`src/rtl/maxnet_pkg.sv`:
```
// Shared definitions for the MaxNet operand store: controller states and
// the IEEE-754 constants used as default lateral-inhibition weights.
package maxnet_pkg;

    typedef enum logic [1:0] {
        EMPTY  = 2'd0,
        FILL   = 2'd1,
        FULL   = 2'd2,
        STREAM = 2'd3
    } state_e;

    localparam logic [31:0] FP_ONE     = 32'h3f800000;
    localparam logic [31:0] FP_NEG_0P2 = 32'hbe4ccccd;

endpackage

```
`src/rtl/maxnet_weight_row.sv`:
```
// Combinational generator for one row of the lateral-inhibition matrix:
// element j is DIAG on the diagonal and OFFDIAG everywhere else.
module maxnet_weight_row
    import maxnet_pkg::*;
#(
    parameter int               WIDTH   = 32,
    parameter int               N       = 4,
    parameter logic [WIDTH-1:0] DIAG    = FP_ONE,
    parameter logic [WIDTH-1:0] OFFDIAG = FP_NEG_0P2,
    localparam int              RW      = $clog2(N)
) (
    input  logic [RW-1:0]      row_i,
    output logic [N*WIDTH-1:0] w_o
);

    always_comb begin
        w_o = '0;
        for (int j = 0; j < N; j++) begin
            w_o[j*WIDTH +: WIDTH] = (RW'(j) == row_i) ? DIAG : OFFDIAG;
        end
    end

endmodule

```
`src/rtl/maxnet_vector_mem.sv`:
```
// MaxNet operand store: serial X-vector load, write-back and row streaming of
// the generated weight matrix. MAXNET_MEM_DOUBLE_BUFFER_EN adds a shadow load bank.
module maxnet_vector_mem
    import maxnet_pkg::*;
#(
    parameter int               WIDTH   = 32,
    parameter int               N       = 4,
    parameter logic [WIDTH-1:0] DIAG    = FP_ONE,
    parameter logic [WIDTH-1:0] OFFDIAG = FP_NEG_0P2,
    localparam int              RW      = $clog2(N)
) (
    input  logic               clk,
    input  logic               rst_n,
    input  logic               flush_i,
    input  logic               load_valid_i,
    output logic               load_ready_o,
    input  logic [WIDTH-1:0]   load_data_i,
    input  logic               start_i,
    output logic               rd_valid_o,
    input  logic               rd_ready_i,
    output logic [RW-1:0]      rd_row_o,
    output logic [N*WIDTH-1:0] rd_w_o,
    output logic [N*WIDTH-1:0] rd_x_o,
    input  logic               wb_valid_i,
    input  logic [N*WIDTH-1:0] wb_data_i,
    output logic               full_o,
    output logic               done_o
);

    state_e               state_q, state_d;
    logic [N*WIDTH-1:0]   x_q, x_d;
    logic [RW-1:0]        cnt_q, cnt_d;
    logic [RW-1:0]        row_q, row_d;
    logic                 done_q, done_d;
    logic                 load_fire, rd_fire, last_word, last_row, copy;

`ifdef MAXNET_MEM_DOUBLE_BUFFER_EN
    logic [N*WIDTH-1:0]   sh_q, sh_d;
    logic                 sh_full_q, sh_full_d;

    // Shadow bank is promoted only while no pass is reading X.
    assign copy         = sh_full_q && (state_q == EMPTY || state_q == FULL);
    assign load_ready_o = !sh_full_q;
`else
    assign copy         = 1'b0;
    assign load_ready_o = (state_q == EMPTY) || (state_q == FILL);
`endif

    assign load_fire  = load_valid_i && load_ready_o;
    assign rd_valid_o = (state_q == STREAM);
    assign rd_fire    = rd_valid_o && rd_ready_i;
    assign last_word  = (cnt_q == RW'(N-1));
    assign last_row   = (row_q == RW'(N-1));
    assign full_o     = (state_q == FULL) || (state_q == STREAM);
    assign done_o     = done_q;
    assign rd_row_o   = row_q;
    assign rd_x_o     = x_q;

    always_comb begin
        state_d = state_q;
        x_d     = x_q;
        cnt_d   = cnt_q;
        row_d   = row_q;
        done_d  = 1'b0;
`ifdef MAXNET_MEM_DOUBLE_BUFFER_EN
        sh_d      = sh_q;
        sh_full_d = sh_full_q;
`endif
        if (flush_i) begin
            state_d = EMPTY;
            x_d     = '0;
            cnt_d   = '0;
            row_d   = '0;
`ifdef MAXNET_MEM_DOUBLE_BUFFER_EN
            sh_d      = '0;
            sh_full_d = 1'b0;
`endif
        end else begin
`ifdef MAXNET_MEM_DOUBLE_BUFFER_EN
            if (load_fire) begin
                sh_d[cnt_q*WIDTH +: WIDTH] = load_data_i;
                cnt_d     = last_word ? '0 : cnt_q + RW'(1);
                sh_full_d = last_word;
            end
            if (copy) begin
                x_d       = sh_q;
                sh_full_d = 1'b0;
                state_d   = FULL;
            end else if (state_q == FULL && wb_valid_i) begin
                x_d = wb_data_i;
            end
`else
            if (load_fire) begin
                x_d[cnt_q*WIDTH +: WIDTH] = load_data_i;
                cnt_d   = last_word ? '0 : cnt_q + RW'(1);
                state_d = last_word ? FULL : FILL;
            end
            if (state_q == FULL && wb_valid_i) begin
                x_d = wb_data_i;
            end
`endif
            if (state_q == FULL && start_i && !copy) begin
                state_d = STREAM;
                row_d   = '0;
            end
            if (rd_fire) begin
                if (last_row) begin
                    state_d = FULL;
                    row_d   = '0;
                    done_d  = 1'b1;
                end else begin
                    row_d = row_q + RW'(1);
                end
            end
        end
    end

    always_ff @(posedge clk or negedge rst_n) begin
        if (!rst_n) begin
            state_q <= EMPTY;
            x_q     <= '0;
            cnt_q   <= '0;
            row_q   <= '0;
            done_q  <= 1'b0;
`ifdef MAXNET_MEM_DOUBLE_BUFFER_EN
            sh_q      <= '0;
            sh_full_q <= 1'b0;
`endif
        end else begin
            state_q <= state_d;
            x_q     <= x_d;
            cnt_q   <= cnt_d;
            row_q   <= row_d;
            done_q  <= done_d;
`ifdef MAXNET_MEM_DOUBLE_BUFFER_EN
            sh_q      <= sh_d;
            sh_full_q <= sh_full_d;
`endif
        end
    end

    maxnet_weight_row #(
        .WIDTH   (WIDTH),
        .N       (N),
        .DIAG    (DIAG),
        .OFFDIAG (OFFDIAG)
    ) u_weight_row (
        .row_i (row_q),
        .w_o   (rd_w_o)
    );

endmodule

```
`config.mk`:
```
export PLATFORM = sky130hd
export DESIGN_NAME = maxnet_vector_mem
export DESIGN_NICKNAME = d
export VERILOG_FILES = /design/src/rtl/maxnet_pkg.sv /design/src/rtl/maxnet_weight_row.sv /design/src/rtl/maxnet_vector_mem.sv
export SDC_FILE = /design/constraint.sdc
export NUM_CORES = 1
export LEC_CHECK = 0
export BUFFER_PORTS_ARGS = -buffer_cell sky130_fd_sc_hd__buf_2
export CORE_AREA = 3 3 164 166
export CTS_BUF_LIST = sky130_fd_sc_hd__clkbuf_4
export CTS_CLUSTER_SIZE = 40
export DETAILED_ROUTE_END_ITERATION = 7
export DIE_AREA = 0 0 167 169
export GPL_TIMING_DRIVEN = 0
export HOLD_SLACK_MARGIN = 0.06
export PLACE_DENSITY_LB_ADDON = 0.12
export SYNTH_ARGS = -nofsm -noshare
export SYNTH_HDL_FRONTEND = slang
export SYNTH_SLANG_ARGS = --single-unit
```
`constraint.sdc`:
```
create_clock -name clk -period 3.1 [get_ports clk]
set_input_delay 0.465 -clock clk [delete_from_list [all_inputs] [get_ports clk]]
set_output_delay 0.465 -clock clk [all_outputs]
set_load 0.005 [all_outputs]
```
==> metrics.yaml <==
synth_top_area_cell: "dfrtp_1"
synthTopCellsByCount: "dfrtp_1, buf_4, a221o_1"
grt_max_degree: 71
grt_use_total: 0.2023
syn_area_mm2: 0.007433
fmax_mhz: 365.6
port-buffer-count: 360
cp-end-kind: "flip-flop"
skew_ns: 0.02310
insertion_delay_ns: 0.55
drive_gt1_frac: 0.4766
synth-seq-area-share: 0.4545
totalWireLength_mm: 29.81
min_period_over_period: 0.8824
area_growth_pct: 38.43
setup_viol: 0
synthFlopType: "dfrtp_1"
register_area_mm2: 0.003378
routed_via_density: 4.561
crit_type: "flip-flop to flip-flop"
tritoncts: "yes"
clock_sinks: 135
setup.worst_path.start_class: "flip-flop"
synth_edf_count: 0
grt_overflow: 0
cts_buffer_depth: 2
antenna_left: 0
report.final.slew_viol_count: 0
multi_input_area_mm2: 0.003009
drtIter0Drc: 361
hold_depth: 3
r2r_start: "cnt_q[0]"
dpl_cell_area_mm2: 0.009936
ios: 429
ys_warn_count: 0
avgRoutedWirePerCell_um: 19.97
initial_core_util: 0.2885
synthCells: 695
hold_path.class: "input port to flip-flop"
yosysTopAreaCellShare: 0.4545
power_density_mw_per_mm2: 375.9
slew_headroom: 0.4099
cp_data_arrival_time_ns: 3.21
tightest_slew_ns: 0.8770
cts-htree-levels: 4
die_h_um: 169
dp_hpwl_mm: 22.98
hold_violations: 0
fp-row-count: 59
fill_cells: 2649
layout.nets: 1320
drc_errors: 0
grt_first_pass_wirelength_mm: 43.79
syn_avg_cell_area_um2: 10.70
rsz0062_at_grt: "false"
r2r-end: "rd_x_o[83]"
die_x_um: 167
post_cts_resized: 0
cp_data_required_time_ns: 3.57
clk_pin_slew_worst_paths_ns: 0.14
final_util: 0.3994
antenna_found_initial: 3
p_leak_nw: 5.463
drt_pass1_iterations: 5
drv_cap: 0
yosysMostFrequentCell: "dfrtp_1"
ys_async_sr_fraction: 1.000
ys_types: 43
fin_crit_ns: 2.735
place.gp.congestion: 0.7600
r2r_cells: 7
synth.area.top_cells: "dfrtp_1, a221o_1, buf_4"
critPathMaxFanout: 10
hp-start: "wb_data_i[3]"
vias: 6809
ys_ff_latch: 135
grt_pass1_vias: 6739
status: "finished, final reports clean"
die_area_mm2: 0.02822
numCtsBuffers: 17
ff2ff_setup_slack_ns: 0.36
ir_drop_v: 0.0002717
min_to: "rd_x_o[3]"
cts_root_buf: "clkbuf_4"
final_area_mm2: 0.01029
core_area_mm2: 0.02576
## how the worst max path moves through the flow
stage	startpoint	endpoint	slack [ns]	cells after the start
2_1_floorplan	cnt_q[0]	rd_x_o[10]	1.16	6
3_3_place_gp	rst_n	rd_x_o[10]	-0.63	1
3_5_place_dp	cnt_q[0]	rd_x_o[45]	0.48	7
4_1_cts	cnt_q[0]	rd_x_o[37]	0.44	7
5_1_grt	cnt_q[0]	rd_x_o[83]	0.20	7
6_report	cnt_q[0]	rd_x_o[83]	0.36	7
## power breakdown
part	switching [W]	internal [W]
Combinational	0.000368	0.000261
Clock	0.000762	0.000644
Sequential	0.0000288	0.00180
Total	0.00116	0.00271
## placed cells by master, fill, tap and decap left out, types with 2 or more instances in the layout
master and instances:
buf_2 367, dfrtp_1 135, buf_4 121, a221o_1 98, conb_1 68, and2_1 42
clkbuf_1 41, inv_1 38, nand2_1 36, nor3_1 31, nand2b_1 20, o221ai_2 20
nor4b_1 20, clkbuf_4 17, nor2b_1 13, o221ai_1 10, ha_1 10, and2_0 7
nor2_1 4, nand3b_1 4, buf_6 4, bufinv_16 4, clkinv_4 4, nand3_1 3
diode_2 2, inv_2 2, a21oi_1 2, nand4bb_1 2, and3_1 2, buf_1 2
o21ai_0 2, a311oi_2 2, clkinv_2 2, clkinvlp_4 2, inv_6 2, dlygate4sd3_1 2
## state kept, by name, indices dropped and copies added (netlist names)
| register | cells |
|---|---|
| state_q | 2 |
| done_o | 1 |
| cnt_q | 2 |
| rd_row_o | 2 |
| rd_x_o | 128 |
## metrics by stage
stage	power [W]	instances	TNS (ns)	setup WS (ns)	hold slack, ns
after CTS	0.003917	1490	0	0.4445	0.06364
after floorplan	0.002182	761	0	1.155	0.1694
after global routing	0.004044	1492	0	0.1986	0.06518
after global placement	0.002489	1456	-82.69	-0.6256	0.4900
after detailed placement	0.002495	1457	0	0.4759	0.4902
final	0.003868	1493	0	0.3646	0.1226
## layer usage
| layer | global-route usage | share of wire |
|---|---|---|
| met1 | 0.2585 | 0.43 |
| met2 | 0.3482 | 0.50 |
| met3 | 0.05908 | 0.072 |
| met4 | 0.03085 | 0.0063 |
| met5 | 0 | 0.00070 |
## area by class of cell
| class | count | share of cell area |
|---|---|---|
| well taps | 335 | 0.04073 |
| plain buffers | 175 | 0.1111 |
| diodes | 2 | 0.0004864 |
| repair buffers | 363 | 0.1803 |
| inverters | 40 | 0.01459 |
| flip-flops and latches | 135 | 0.3283 |
| multi-input cells | 411 | 0.2924 |
| clock buffers | 17 | 0.01240 |
| clock inverters | 15 | 0.01958 |
## kinds of logic (layout without fill, tap and decap cells)
group,after synthesis,after routing,share of synthesized area
flip-flops,135,135,0.4545
AND/OR/NAND/NOR,194,194,0.1572
adder cells (fa/ha/maj),10,10,0.01683
XOR/XNOR,1,1,0.001178
buffers and inverters,215,610,0.1740
other,2,70,0.001010
multiplexers,1,1,0.001347
AO/OA/AOI/OAI,137,137,0.1939
## worst max-delay path, stage by stage (launching register included)
cell,delay (ns)
dfrtp_1,0.53
inv_1,0.16
ha_1,0.30
clkbuf_1,0.36
nand2_1,0.10
nor4_1,0.68
buf_2,0.37
a221o_1,0.18
## what timing repair did
action                                 CTS  global route
setup buffers                            0             0
endpoints found under the hold margin   65             1
hold buffers                             1             1
No activity file was read; power rests on OpenSTA's default activity.
